`src/rtl/q_edge_monitor.sv`:
```
`default_nettype none
`timescale 1ns/1ps
// ============================================================================
// Module  : q_edge_monitor
// Brief   : Stability filter on a sampled flip-flop output with rise/fall
//           pulses, saturating event counters and a rise-count threshold hit.
// Revision: 1.0 - initial release
// ============================================================================
module q_edge_monitor #(
    parameter int COUNT_W    = 8,
    parameter int FILTER_LEN = 2
) (
    input  logic               clock,
    input  logic               reset,
    input  logic               q_in,
    input  logic               enable,
    input  logic               clear,
    input  logic [COUNT_W-1:0] threshold,
    output logic               level,
    output logic               rise_pulse,
    output logic               fall_pulse,
    output logic [COUNT_W-1:0] rise_count,
    output logic [COUNT_W-1:0] fall_count,
    output logic               hit,
    output logic               overflow
);

    localparam int                  c_stab_w    = $clog2(FILTER_LEN) + 1;
    localparam logic [c_stab_w-1:0] c_stab_last = c_stab_w'(FILTER_LEN - 1);
    localparam logic [c_stab_w-1:0] c_stab_one  = c_stab_w'(1);
    localparam logic [COUNT_W-1:0]  c_count_max = '1;
    localparam logic [COUNT_W-1:0]  c_count_one = COUNT_W'(1);

    typedef enum logic [0:0] {
        ST_STABLE  = 1'b0,
        ST_PENDING = 1'b1
    } state_t;

    state_t                r_state;
    logic [c_stab_w-1:0]   r_stab_cnt;
    logic                  r_q_s;
    logic                  r_level;
    logic                  r_rise_pulse;
    logic                  r_fall_pulse;
    logic [COUNT_W-1:0]    r_rise_count;
    logic [COUNT_W-1:0]    r_fall_count;
    logic                  r_hit;
    logic                  r_overflow;

    logic                  w_differ;
    logic                  w_accept;
    logic                  w_rise_acc;
    logic                  w_fall_acc;
    logic [COUNT_W-1:0]    w_rise_next;
    logic [COUNT_W-1:0]    w_fall_next;

    assign w_differ = (r_q_s != r_level);

    // The first differing edge counts as one stable cycle, so a single-cycle
    // filter accepts straight from STABLE.
    assign w_accept = w_differ &&
                      (((r_state == ST_STABLE) && (FILTER_LEN == 1)) ||
                       ((r_state == ST_PENDING) && (r_stab_cnt == c_stab_last)));

    assign w_rise_acc  = w_accept & ~r_level;
    assign w_fall_acc  = w_accept &  r_level;
    assign w_rise_next = r_rise_count + c_count_one;
    assign w_fall_next = r_fall_count + c_count_one;

    always_ff @(posedge clock) begin
        if (reset) begin
            r_state      <= ST_STABLE;
            r_stab_cnt   <= '0;
            r_q_s        <= 1'b0;
            r_level      <= 1'b0;
            r_rise_pulse <= 1'b0;
            r_fall_pulse <= 1'b0;
            r_rise_count <= '0;
            r_fall_count <= '0;
            r_hit        <= 1'b0;
            r_overflow   <= 1'b0;
        end else begin
            r_q_s        <= q_in;
            r_rise_pulse <= w_rise_acc;
            r_fall_pulse <= w_fall_acc;

            case (r_state)
                ST_STABLE: begin
                    if (w_accept) begin
                        r_level    <= r_q_s;
                        r_stab_cnt <= '0;
                    end else if (w_differ) begin
                        r_state    <= ST_PENDING;
                        r_stab_cnt <= c_stab_one;
                    end
                end
                ST_PENDING: begin
                    if (!w_differ || w_accept) begin
                        r_state    <= ST_STABLE;
                        r_stab_cnt <= '0;
                        if (w_accept) begin
                            r_level <= r_q_s;
                        end
                    end else begin
                        r_stab_cnt <= r_stab_cnt + c_stab_one;
                    end
                end
                default: begin
                    r_state    <= ST_STABLE;
                    r_stab_cnt <= '0;
                end
            endcase

            r_hit <= 1'b0;
            if (clear) begin
                r_rise_count <= '0;
                r_fall_count <= '0;
                r_overflow   <= 1'b0;
            end else begin
                if (w_rise_acc && enable) begin
                    if (r_rise_count == c_count_max) begin
                        r_overflow <= 1'b1;
                    end else begin
                        r_rise_count <= w_rise_next;
                        if ((w_rise_next == threshold) && (threshold != '0)) begin
                            r_hit <= 1'b1;
                        end
                    end
                end
                if (w_fall_acc && enable) begin
                    if (r_fall_count == c_count_max) begin
                        r_overflow <= 1'b1;
                    end else begin
                        r_fall_count <= w_fall_next;
                    end
                end
            end
        end
    end

    assign level      = r_level;
    assign rise_pulse = r_rise_pulse;
    assign fall_pulse = r_fall_pulse;
    assign rise_count = r_rise_count;
    assign fall_count = r_fall_count;
    assign hit        = r_hit;
    assign overflow   = r_overflow;

endmodule
`default_nettype wire

```
`config.mk`:
```
export PLATFORM = sky130hd
export DESIGN_NAME = q_edge_monitor
export DESIGN_NICKNAME = d
export VERILOG_FILES = /design/src/rtl/q_edge_monitor.sv
export SDC_FILE = /design/constraint.sdc
export NUM_CORES = 1
export LEC_CHECK = 0
export ABC_CLOCK_PERIOD_IN_PS = 1600
export BUFFER_PORTS_ARGS = -buffer_cell sky130_fd_sc_hd__buf_2
export CAP_MARGIN = 20
export CORE_ASPECT_RATIO = 0.8
export CORE_MARGIN = 2
export CORE_UTILIZATION = 49
export CTS_BUF_LIST = sky130_fd_sc_hd__clkbuf_4
export CTS_CLUSTER_SIZE = 24
export DETAILED_ROUTE_END_ITERATION = 12
export PLACE_DENSITY = 0.74
export SYNTH_ARGS = -nofsm -noshare
export SYNTH_HDL_FRONTEND = slang
export SYNTH_SLANG_ARGS = --single-unit
export TNS_END_PERCENT = 1
```
`constraint.sdc`:
```
create_clock -name clock -period 1.6 [get_ports clock]
set_clock_uncertainty 0.1 [all_clocks]
set_input_delay 0.32 -clock clock [delete_from_list [all_inputs] [get_ports clock]]
set_output_delay 0.32 -clock clock [all_outputs]
set_load 0.02 [all_outputs]
```
Yosys cells after proc, flatten, opt, wreduce, memory -nomap -nowiden
Cells that the tools add are included.
Widths: inputs -> output; s select.
Cells by class
  add/sub/neg operators: 3
  equality and inequality tests: 7
  muxes and demuxes: 16
  bitwise operators: 7
  reduce and logical (&&, ||, !) cells: 12
Operators with widths (count)
  $add 8x1->8 const B: 2
  $eq 8x8->1 const B: 2
  $mux 1: 10
  $eq 8x8->1: 1
  $reduce_bool 8->1: 1
  $mux 2: 3
  $logic_and 1x1->1: 5
  $not 1->1: 5
  $pmux 1 s2: 2
  $pmux 2 s2: 1
  $reduce_and 2->1: 2
  $reduce_or 4->1: 1
  $ne 3x3->1 const B: 1
  $add 2x1->2 const B: 1
  $and 1x1->1: 2
  $eq 2x1->1 const B: 1
  $ne 2x1->1 const B: 1
  $reduce_or 2->1: 1
  $logic_not 1->1: 1
  $logic_or 1x1->1: 1
  $ne 1x1->1: 1
Word-level totals
  flip-flop bits (word level): 25
  bits of input ports: 13
  output and inout port bits: 21
  word-level logic and storage cells: 55

Logic depth before layout (Yosys ltp)
Gate-level depths: netlist (run 1).
  depth after elaboration: 8
  mapped depth: 7
  gate-level depth less buffers: 6

Worst setup path before layout (run 1)
Ideal clock, no wire load.
  path type: flip-flop to flip-flop
  start: register r_rise_count[0], in the netlist rise_count[0]
  end: register r_rise_count[5], in the netlist rise_count[5]
  setup time: 71 ps
  arrival time: 1633 ps
  required time: 1429 ps
  slack: -204 ps
  stages on the path, launching flop included: 7
  buffers on the path: 1
  period minus slack after synthesis: 1804 ps
  cell sequence: dfxtp_1 ha_1 nand3_1 o211ai_1 buf_2 or4_1 a21oi_1
Between the ends
  cells in the longest elaborated chain, start to end: 3
  elaborated cells on any way between the ends: 4
  classes of those cells: add/sub: 1; eq/ne: 1; bitwise: 1; reduce/logical: 1
RTL lines
  start: declaration: line 45  | logic [COUNT_W-1:0] r_rise_count;
  start signal: assignment: line 124  | r_rise_count <= w_rise_next;
  parallel branches: the longest is 3 deep, another holds $add 8x1->8
Parallel ways; which one is timed is not known.
A chain may end at the register's enable or synchronous reset.

Worst setup path after layout (run 1)
  start: register r_stab_cnt[1]
  end: register r_hit, in the netlist hit
Between the ends
  cells in the longest elaborated chain, start to end: 7
RTL lines
  start: declaration: line 40  | logic [c_stab_w-1:0] r_stab_cnt;
  start signal: assignment: line 94  | r_stab_cnt <= c_stab_one;
  start signal: assignment: line 105  | r_stab_cnt <= r_stab_cnt + c_stab_one;
  $eq 2x1->1: line 63  | ((r_state == ST_PENDING) && (r_stab_cnt == c_stab_last)));
  $logic_and 1x1->1: line 63
  $logic_and 1x1->1: line 61  | assign w_accept = w_differ &&
  $and 1x1->1: line 65  | assign w_rise_acc = w_accept & ~r_level;
  $logic_and 1x1->1: line 120  | if (w_rise_acc && enable) begin
  $not 1->1 (no source line)
  $reduce_or 4->1 (no source line)
  end signal: assignment: line 80  | r_hit <= 1'b0;
  end signal: assignment: line 114  | r_hit <= 1'b0;
  end signal: assignment: line 126  | r_hit <= 1'b1;
  end: declaration: line 47  | logic r_hit;
Every way passes these cells.

==> results of run 1 <==
==> cells in the mapped netlist (all sizes together) (3+ instances only) <==
cell,count
dfxtp,25
a21oi,12
nor2,11
nand3,10
nor3,9
xnor2,9
nand2,8
o21ai,7
inv,5
xor2,5
nor4,4
or3,4
a2111oi,3
and3,3
ha,3
==> logic make-up (layout without fill, tap and decap cells) <==
family | count (synthesis) | after routing | share of synthesized area
AOI/OAI and AO/OA | 36 | 36 | 0.1926
DFF | 25 | 25 | 0.3813
adders and majority gates | 3 | 3 | 0.02860
xor gates and xnor gates | 14 | 14 | 0.09342
muxes | 1 | 1 | 0.007627
buffers and inverters | 9 | 72 | 0.02765
and+or+nand+nor | 65 | 65 | 0.2688
==> metal layers <==
metal | GRT usage | wire length (um) | up-vias
li1 | - | - | 695
met1 | 0.3014 | 1536 | 667
met2 | 0.3947 | 1635 | 35
met3 | 0.06443 | 144 | 2
met4 | 0.03191 | 14 | 0
met5 | 0 | 0 | -
==> area by class of cell <==
type / instances / share of cell area
Sequential cell: 25 / 0.2769
Multi-Input combinational cell: 119 / 0.4626
Inverter: 5 / 0.01020
Clock inverter: 1 / 0.002721
Timing Repair Buffer: 63 / 0.2109
Tap cell: 36 / 0.02449
Clock buffer: 3 / 0.01224
==> where the power goes <==
| group | total [mW] | internal (mW) | switching, mW |
|---|---|---|---|
| sequential | 0.633 | 0.628 | 0.00482 |
| clock | 0.286 | 0.0937 | 0.192 |
| combinational | 0.0984 | 0.0491 | 0.0494 |
| total | 1.02 | 0.771 | 0.247 |
==> worst min-delay path by stage <==
stage	start	to	slack, ns	cells past startpoint
global placement	overflow$_SDFF_PP0_	overflow$_SDFF_PP0_	0.37	1
floorplan	q_in	r_q_s$_SDFF_PP0_	0.35	1
detailed placement	overflow$_SDFF_PP0_	overflow$_SDFF_PP0_	0.39	1
CTS	q_in	r_q_s$_SDFF_PP0_	0.10	2
global route	q_in	r_q_s$_SDFF_PP0_	0.10	2
finish	q_in	r_q_s$_SDFF_PP0_	0.11	2
==> state kept, by name (all words and copies together) (netlist names) <==
signal	count
fall_count	8
level	1
r_state	1
fall_pulse	1
overflow	1
r_q_s	1
r_stab_cnt	2
rise_pulse	1
hit	1
rise_count	8
==> timing repair <==
item | CTS | global route
cloned | 1 | 0
gates resized for setup | 13 | 2
setup buffers | 3 | 0
pin swaps | 12 | 4
setup endpoints to repair | 14 | 14
==> worst max-delay path: stages (launching register included) <==
cell and delay (ns):
sky130_fd_sc_hd__dfxtp_2 0.34, sky130_fd_sc_hd__inv_2 0.07, sky130_fd_sc_hd__ha_4 0.13, sky130_fd_sc_hd__and3_4 0.17
sky130_fd_sc_hd__o211ai_1 0.16, sky130_fd_sc_hd__buf_4 0.18, sky130_fd_sc_hd__or3b_4 0.37, sky130_fd_sc_hd__a2111oi_4 0.18
==> cells in the final DEF (no fill, tap or decap), types with 3 or more instances in the layout <==
cell,instances
sky130_fd_sc_hd__buf_2,34
sky130_fd_sc_hd__xnor2_1,9
sky130_fd_sc_hd__a21oi_1,12
sky130_fd_sc_hd__o21ai_0,7
sky130_fd_sc_hd__buf_4,29
sky130_fd_sc_hd__nand2_1,8
sky130_fd_sc_hd__nor4_1,3
sky130_fd_sc_hd__dfxtp_1,18
sky130_fd_sc_hd__or3_1,4
sky130_fd_sc_hd__dfxtp_2,7
sky130_fd_sc_hd__nand3_1,8
sky130_fd_sc_hd__clkbuf_4,3
sky130_fd_sc_hd__xor2_1,5
sky130_fd_sc_hd__nor2_1,11
sky130_fd_sc_hd__nor3_1,8
sky130_fd_sc_hd__inv_1,4
==> stage by stage <==
stage / cells / setup slack (ns) / power [mW]
3_3_place_gp: 244 / -0.1046 / 0.7311
3_5_place_dp: 244 / -0.1559 / 0.7349
6_report: 252 / -0.1654 / 1.017
4_1_cts: 252 / -0.1500 / 1.024
5_1_grt: 252 / -0.2319 / 1.059
2_1_floorplan: 153 / -0.1191 / 0.6921
==> impl_metrics.toml, run 1 <==
[run_status]
run_status = "complete, but fails checks"
failing_checks = "negative setup slack"

[cts]
h-tree-depth = 1
clk_path_buf_depth = 2
clock_latency_ns = 0.32
tritoncts = "built"
clock-root-buffer = "sky130_fd_sc_hd__clkbuf_4"
cts.sink_count = 25
post_cts_hold_buffer_count = 0
tritoncts.num_buffers = 3
clkTransAtPathRegs_ns = 0.15

[timing]
fin_crit_period_ns = 1.765
drv_slew = 0
fin_worst_hold_slack_ns = 0.1070
layout_worst_path_cycle_share = 1.103
worstMarginPinSlew_ns = 0.4005
rsz0062_at_grt = "true"
setup_viol_count_final = 10
post-route-worst-setup-slack_ns = -0.1654
slew_headroom = 0.7320
fin_setup_tns_ns = -0.6317
hold_violation_total_from_the_final_report = 0
max_freq_mhz = 566.5

[layout]
proportion_of_layout_cells_with_a_drive_suffix_above_1 = 0.4074
fillers = 198
multi_input_area_um2 = 850.8
area_growth_syn_to_layout_pct = 40.13
sequential_cell_area_um2 = 509.2
post-route-cell-area_um2 = 1839
antennaDiodeCount = 0
final_nets = 233
final_core_utilization = 0.7350

[yosys]
syn-cell-area_um2 = 1313
netlist_instances = 153
synthDominantAreaCellType = "sky130_fd_sc_hd__dfxtp_1"
synth_top_area_frac = 0.3813
synth_cell_types = 43
ys.flop_type = "sky130_fd_sc_hd__dfxtp_1"
synthesis.nets = 169
postSynthAreaPerCell_um2 = 8.578
synth_edf_count = 0
share_of_synthesized_area_occupied_by_flip_flops_and_latches = 0.3813
synth-seq-cells = 25
synth-warning-count = 0
synth_async_sr_flop_share = 0
synth.top_cells.by_area = "sky130_fd_sc_hd__dfxtp_1 38%, sky130_fd_sc_hd__xnor2_1 6.0%, sky130_fd_sc_hd__a21oi_1 4.6%, sky130_fd_sc_hd__nand3_1 3.8%, sky130_fd_sc_hd__xor2_1 3.3%"

[critical_path]
setup_slack_of_the_worst_register_to_register_path_ns = -0.17
r2r_end = "hit$_SDFF_PP0_"
regToRegStartpoint = "r_stab_cnt[1]$_SDFFE_PP0P_"
critPathMaxFanout = 3
crit_start = "r_stab_cnt[1]$_SDFFE_PP0P_"
worst_ep_arrival_time_ns = 1.91
setup.worst_path.end = "hit$_SDFF_PP0_"
critPathLaunchType = "flop"
cp_data_required_time_ns = 1.74
worst_setup_path_end_kind = "flop"
timing.reg2reg.worst_path_depth = 7
critPathKind = "reg2reg"

[power_and_ir_drop]
vdd_ir_drop_max_v = 0.0004909
pwr_cell_area_nw_per_um2 = 553.0
power.leakage_nw = 0.7397

[routing]
post_drt_via_cell_ratio = 5.552
routed_wire_length_per_instance_um = 13.22
drtIter0Drc = 86
drc_errors = 0
vias = 1399
ant_nets = 0
postRouteWirelength_um = 3331
first_pass_iters = 4

[global_routing]
grt-ovfl-total = 0
grt_pass1_wl_um = 5492
grt_antenna_before_repair = 0
first_global_vias = 1291
pin_count_of_the_biggest_net_entering_global_routing = 15
grtUsageTotal = 0.2338

[floorplan]
die_w_um = 61.87
floorplan.initialDensity = 0.5245
fp.dieH_um = 50.29
die_area_um2 = 3111
placementRows = 16
ios = 34
core_um2 = 2502

[place]
gp_routability_congestion = 0.8116
port_buffers = 33
placement.cell_area_um2 = 1725
dp.final_hpwl_um = 2606

[min_path]
hold_class = "in2reg"

[flow_run]
cap_viol_max_count = 0
(Power assumes the default switching activity.)
==> run 2, diff against run 1 <==
--- a/config.mk
+++ b/config.mk
@@ -5,16 +5,19 @@
 export SDC_FILE = /design/constraint.sdc
 export NUM_CORES = 1
 export LEC_CHECK = 0
-export ABC_CLOCK_PERIOD_IN_PS = 1600
+export ABC_CLOCK_PERIOD_IN_PS = 1800
 export BUFFER_PORTS_ARGS = -buffer_cell sky130_fd_sc_hd__buf_2
 export CAP_MARGIN = 20
+export CELL_PAD_IN_SITES_DETAIL_PLACEMENT = 0
+export CELL_PAD_IN_SITES_GLOBAL_PLACEMENT = 2
 export CORE_ASPECT_RATIO = 0.8
 export CORE_MARGIN = 2
-export CORE_UTILIZATION = 49
+export CORE_UTILIZATION = 31
 export CTS_BUF_LIST = sky130_fd_sc_hd__clkbuf_4
 export CTS_CLUSTER_SIZE = 24
 export DETAILED_ROUTE_END_ITERATION = 12
-export PLACE_DENSITY = 0.74
+export PLACE_DENSITY = 0.76
+export RECOVER_POWER = 50
 export SYNTH_ARGS = -nofsm -noshare
 export SYNTH_HDL_FRONTEND = slang
 export SYNTH_SLANG_ARGS = --single-unit
==> constraint.sdc (replaced) <==
create_clock -name clock -period 1.8 [get_ports clock]
set_clock_uncertainty 0.1 [all_clocks]
set_input_delay 0.36 -clock clock [delete_from_list [all_inputs] [get_ports clock]]
set_output_delay 0.36 -clock clock [all_outputs]
set_load 0.02 [all_outputs]
==> run 2 against run 1 <==
- the run now ends clean
- clock-buffer cell count up 1
- critical path depth did not move
- utilization shrank 32 points
- final area decreased by 6.1%
- clock power is 3% lower
- power fell by 10%
- sequential share of layout area is 1.7 points higher
- wire length up 4.1%
- critical endpoint is now rise_count[3]$_SDFFE_PP0P_
- largest cell class unchanged
==> impl_metrics.toml, run 2 (synthesized netlist as in run 1, its figures left out) <==
[layout]
fillers = 436
final_nets = 218
final_cell_count_no_fill = 258
final_core_utilization = 0.4186
area_growth_syn_to_layout_pct = 31.55
layout_common_cells = "33 x sky130_fd_sc_hd__buf_2, 22 x sky130_fd_sc_hd__dfxtp_1, 14 x sky130_fd_sc_hd__buf_4, 11 x sky130_fd_sc_hd__nor2_1"
proportion_of_layout_cells_with_a_drive_suffix_above_1 = 0.3333
antennaDiodeCount = 0
post-route-cell-area_um2 = 1727
layout_commonest_cell = "sky130_fd_sc_hd__buf_2"

[place]
placement.cell_area_um2 = 1647
dp.final_hpwl_um = 2712
post-place-cells = 254
gp_routability_congestion = 0.9185
port_buffers = 33
placement.setup.worst_slack_ns = 0.03840

[routing]
wl_met1_um = 1749
first_pass_iters = 4
post_drt_via_cell_ratio = 5.171
vias = 1334
drtIter0Drc = 23
routed.top_layer = "met4"
drc_errors = 0
postRouteWirelength_um = 3468
routed_wire_length_per_instance_um = 13.44
met3_wl_um = 124
wl_met2_um = 1550
ant_nets = 0

[critical_path]
worst_setup_path_end_kind = "flop"
worst_ep_arrival_time_ns = 1.95
critPathKind = "reg2reg"
cp_data_required_time_ns = 1.97
critPathMaxFanout = 6
critPathLaunchType = "flop"

[timing]
slew_headroom = 0.6847
fin_setup_tns_ns = 0
fin_worst_hold_slack_ns = 0.1368
drv_slew = 0
layout_worst_path_cycle_share = 0.9841
max_freq_mhz = 564.5
rsz0062_at_grt = "true"
setup_viol_count_final = 0
post-route-worst-setup-slack_ns = 0.02862
fin_crit_period_ns = 1.771
hold_violation_total_from_the_final_report = 0
worstMarginPinSlew_ns = 0.4718

[power_and_ir_drop]
pwr_cell_area_nw_per_um2 = 529.2
power.leakage_nw = 0.6775
vdd_ir_drop_max_v = 0.0002324
power.total_mw = 0.9137

[flow_run]
cap_viol_max_count = 0

[floorplan]
die_w_um = 76.75
floorplan.initialDensity = 0.3182
die_area_um2 = 4774
fp.dieH_um = 62.20
placementRows = 21
core_um2 = 4125
ios = 34

[cts]
postCtsSetupBuffers = 0
clkTransAtPathRegs_ns = 0.15
tritoncts.num_buffers = 3
post_cts_resize_count = 0
clk_path_buf_depth = 2
clock_latency_ns = 0.32
h-tree-depth = 1
cts.sink_count = 25
post_cts_hold_buffer_count = 0
tritoncts = "built"
clock-root-buffer = "sky130_fd_sc_hd__clkbuf_4"

[global_routing]
first_global_vias = 1303
grt_pass1_wl_um = 5982
grt_antenna_before_repair = 0
grtUsageTotal = 0.1519
pin_count_of_the_biggest_net_entering_global_routing = 14
grt-ovfl-total = 0

[run_status]
run_status = "complete, no violations"

[min_path]
hold_class = "in2reg"
run 2: changes by cell type in the layout (fill, tap and decap cells not counted), sizes merged:
cell	change
clkbuf	+2
buf	-16
clkinv	-1
run 2: worst paths after layout:
kind / cells past startpoint / start / end / slack [ns]
worst max-delay path: 7 / r_stab_cnt[1]$_SDFFE_PP0P_ / rise_count[3]$_SDFFE_PP0P_ / 0.03
worst min-delay path: 2 / q_in / r_q_s$_SDFF_PP0_ / 0.14
worst max register to register: 7 / r_stab_cnt[1]$_SDFFE_PP0P_ / rise_count[3]$_SDFFE_PP0P_ / 0.03
worst min register to register: 1 / overflow$_SDFF_PP0_ / overflow$_SDFF_PP0_ / 0.41
run 2: final cells by class:
type | count | area, um^2 | share of cell area
flip-flops and latches | 25 | 506.7 | 0.2935
inverters | 5 | 18.77 | 0.01087
clock buffers | 4 | 30.03 | 0.01739
multi-input cells | 119 | 825.8 | 0.4783
well taps | 57 | 71.32 | 0.04130
repair buffers | 48 | 274.0 | 0.1587
run 2: metal layers:
metal  vias to the layer above  global-route usage
li1                        667                   -
met4                         0             0.03636
met3                         4             0.03779
met5                         -                   0
met1                       632              0.2081
met2                        31              0.2401
run 2: where the power goes:
group	switching (mW)	internal, mW	total [mW]
Combinational	0.0410	0.0351	0.0761
Clock	0.175	0.102	0.277
Sequential	0.00389	0.557	0.561
Total	0.220	0.694	0.914
run 2: worst max-delay path, cell delays in order, from the launching register on:
cell and delay (ns):
sky130_fd_sc_hd__dfxtp_1 0.34, sky130_fd_sc_hd__inv_2 0.05, sky130_fd_sc_hd__ha_2 0.18, sky130_fd_sc_hd__and3_4 0.18, sky130_fd_sc_hd__o211ai_1 0.16, sky130_fd_sc_hd__buf_4 0.21, sky130_fd_sc_hd__or3_1 0.36, sky130_fd_sc_hd__a21oi_2 0.14
==> run 3, diff against run 2 <==
--- a/config.mk
+++ b/config.mk
@@ -11,7 +11,7 @@
 export CELL_PAD_IN_SITES_DETAIL_PLACEMENT = 0
 export CELL_PAD_IN_SITES_GLOBAL_PLACEMENT = 2
 export CORE_ASPECT_RATIO = 0.8
-export CORE_MARGIN = 2
+export CORE_MARGIN = 1
 export CORE_UTILIZATION = 31
 export CTS_BUF_LIST = sky130_fd_sc_hd__clkbuf_4
 export CTS_CLUSTER_SIZE = 24
==> run 3 against run 2 <==
- clock-buffer cell count unchanged
- cell count increased by 1.6%
- clock power is 4% lower
- non-clock buffer count grew 6
- combinational power increased by 5.0%
==> impl_metrics.toml, run 3 (synthesized netlist as in run 1, its figures left out) <==
[run_status]
run_status = "complete, no violations"

[power_and_ir_drop]
power.total_mw = 0.9100
vdd_ir_drop_max_v = 0.0002481
pwr_cell_area_nw_per_um2 = 521.0
power.leakage_nw = 0.6501

[critical_path]
delay_of_the_slowest_cell_on_the_worst_path_ns = 0.46
worst_path_max_delay_cell = "sky130_fd_sc_hd__dfxtp_1"
critPathLaunchType = "flop"
regToRegStartpoint = "r_q_s$_SDFF_PP0_"
crit_start = "r_q_s$_SDFF_PP0_"
worst_setup_path_end_kind = "flop"
worst_ep_arrival_time_ns = 1.89
path_cells = "nor2b_1, o211ai_1, buf_4, or3_1, a21oi_1"
critPathKind = "reg2reg"
cp_data_required_time_ns = 1.96
critPathMaxFanout = 7

[routing]
postRouteWirelength_um = 3441
first_pass_iters = 4
vias = 1341
drc_errors = 0
drtIter0Drc = 83
met3_wl_um = 200
routed_wire_length_per_instance_um = 13.13
wl_met2_um = 1474
ant_nets = 0
routed.top_layer = "met4"
wl_met1_um = 1749
post_drt_via_cell_ratio = 5.118

[layout]
multi_input_area_um2 = 828.3
proportion_of_layout_cells_with_a_drive_suffix_above_1 = 0.2657
sequential_cell_area_um2 = 504.2
layout_common_cells = "22 x sky130_fd_sc_hd__dfxtp_1, 21 x sky130_fd_sc_hd__buf_2, 18 x sky130_fd_sc_hd__buf_4, 15 x sky130_fd_sc_hd__clkbuf_1, 12 x sky130_fd_sc_hd__a21oi_1"
final_nets = 224
area_growth_syn_to_layout_pct = 33.08
fillers = 428
antennaDiodeCount = 0
final_cell_count_no_fill = 262
layout_commonest_cell = "sky130_fd_sc_hd__dfxtp_1"

[timing]
fin_setup_tns_ns = 0
max_freq_mhz = 579.0
slew_headroom = 0.7217
worstMarginPinSlew_ns = 0.4163
fin_crit_period_ns = 1.727
setup_viol_count_final = 0
drv_slew = 0
rsz0062_at_grt = "false"
hold_violation_total_from_the_final_report = 0
layout_worst_path_cycle_share = 0.9596

[cts]
clock-root-buffer = "sky130_fd_sc_hd__clkbuf_4"
h-tree-depth = 1
cts.sink_count = 25
clock_latency_ns = 0.31
post_cts_hold_buffer_count = 0
tritoncts.num_buffers = 3
tritoncts = "built"
clk_path_buf_depth = 2
clkTransAtPathRegs_ns = 0.13

[place]
dp.final_hpwl_um = 2775
post-place-cells = 257
gp_routability_congestion = 0.9256
port_buffers = 33

[global_routing]
grt_pass1_wl_um = 5616
pin_count_of_the_biggest_net_entering_global_routing = 14
grt_antenna_before_repair = 0
first_global_vias = 1203
grt-ovfl-total = 0
grtUsageTotal = 0.1679

[floorplan]
fp.dieH_um = 60.20
placementRows = 20
ios = 34
core_um2 = 3929
die_w_um = 74.75
die_area_um2 = 4500
floorplan.initialDensity = 0.3341

[min_path]
hold_class = "in2reg"
worst_hold_startpoint = "q_in"

[flow_run]
cap_viol_max_count = 0
## run 3: changes by cell type in the layout (fill, tap and decap cells not counted), moves of 2 or more
cell,change
sky130_fd_sc_hd__a21oi_1,+2
sky130_fd_sc_hd__clkbuf_1,+14
sky130_fd_sc_hd__buf_4,+4
sky130_fd_sc_hd__buf_2,-12
sky130_fd_sc_hd__a21oi_2,-2
## run 3: final timing paths
| path | end | depth (start not counted) | slack [ns] |
|---|---|---|---|
| min reg2reg | overflow$_SDFF_PP0_ | 1 | 0.40 |
| min | r_q_s$_SDFF_PP0_ | 2 | 0.14 |
| max reg2reg | rise_count[3]$_SDFFE_PP0P_ | 5 | 0.07 |
| max | rise_count[3]$_SDFFE_PP0P_ | 5 | 0.07 |
## run 3: what timing repair did
item | CTS | global route
setup endpoints to repair | 4 | 12
pin swaps | 0 | 1
resized for setup | 2 | 11
setup buffers | 0 | 1
## run 3: metal layers
| layer | vias to the layer above | track usage |
|---|---|---|
| met5 | - | 0 |
| met2 | 40 | 0.2523 |
| met4 | 0 | 0.03774 |
| li1 | 677 | - |
| met1 | 622 | 0.2419 |
| met3 | 2 | 0.03879 |
## run 3: power by group
group | total (mW) | switching [mW] | internal, mW
logic | 0.0799 | 0.0433 | 0.0366
clock network | 0.266 | 0.164 | 0.102
registers | 0.564 | 0.00583 | 0.558
total | 0.910 | 0.214 | 0.696
## run 3: layout make-up
| cell class | instances | area share |
|---|---|---|
| flip-flops and latches | 25 | 0.2887 |
| multi-input cells | 119 | 0.4742 |
| repair buffers | 54 | 0.1698 |
| well taps | 55 | 0.03940 |
| clock buffers | 4 | 0.01719 |
| inverters | 5 | 0.01074 |
## run 3: through the flow
| step | area, um^2 | hold slack [ns] | utilization | setup slack [ns] |
|---|---|---|---|---|
| 6_report | 1747 | 0.1440 | 0.4446 | 0.07279 |
| 3_3_place_gp | 1682 | 0.3806 | 0.4280 | -0.05006 |
| 2_1_floorplan | 1315 | 0.3840 | - | 0.02298 |
| 5_1_grt | 1747 | 0.1359 | 0.4446 | 0.005095 |
| 4_1_cts | 1719 | 0.1362 | 0.4376 | 0.002651 |
| 3_5_place_dp | 1682 | 0.3780 | 0.4280 | -0.03409 |
## run 3: worst max-delay path: cells and delay by family, from the launching register on
family | cells | cell delay (ns)
AOI/OAI and AO/OA | 2 | 0.33
buffers and inverters | 1 | 0.21
and+or+nand+nor | 2 | 0.58
DFF | 1 | 0.46
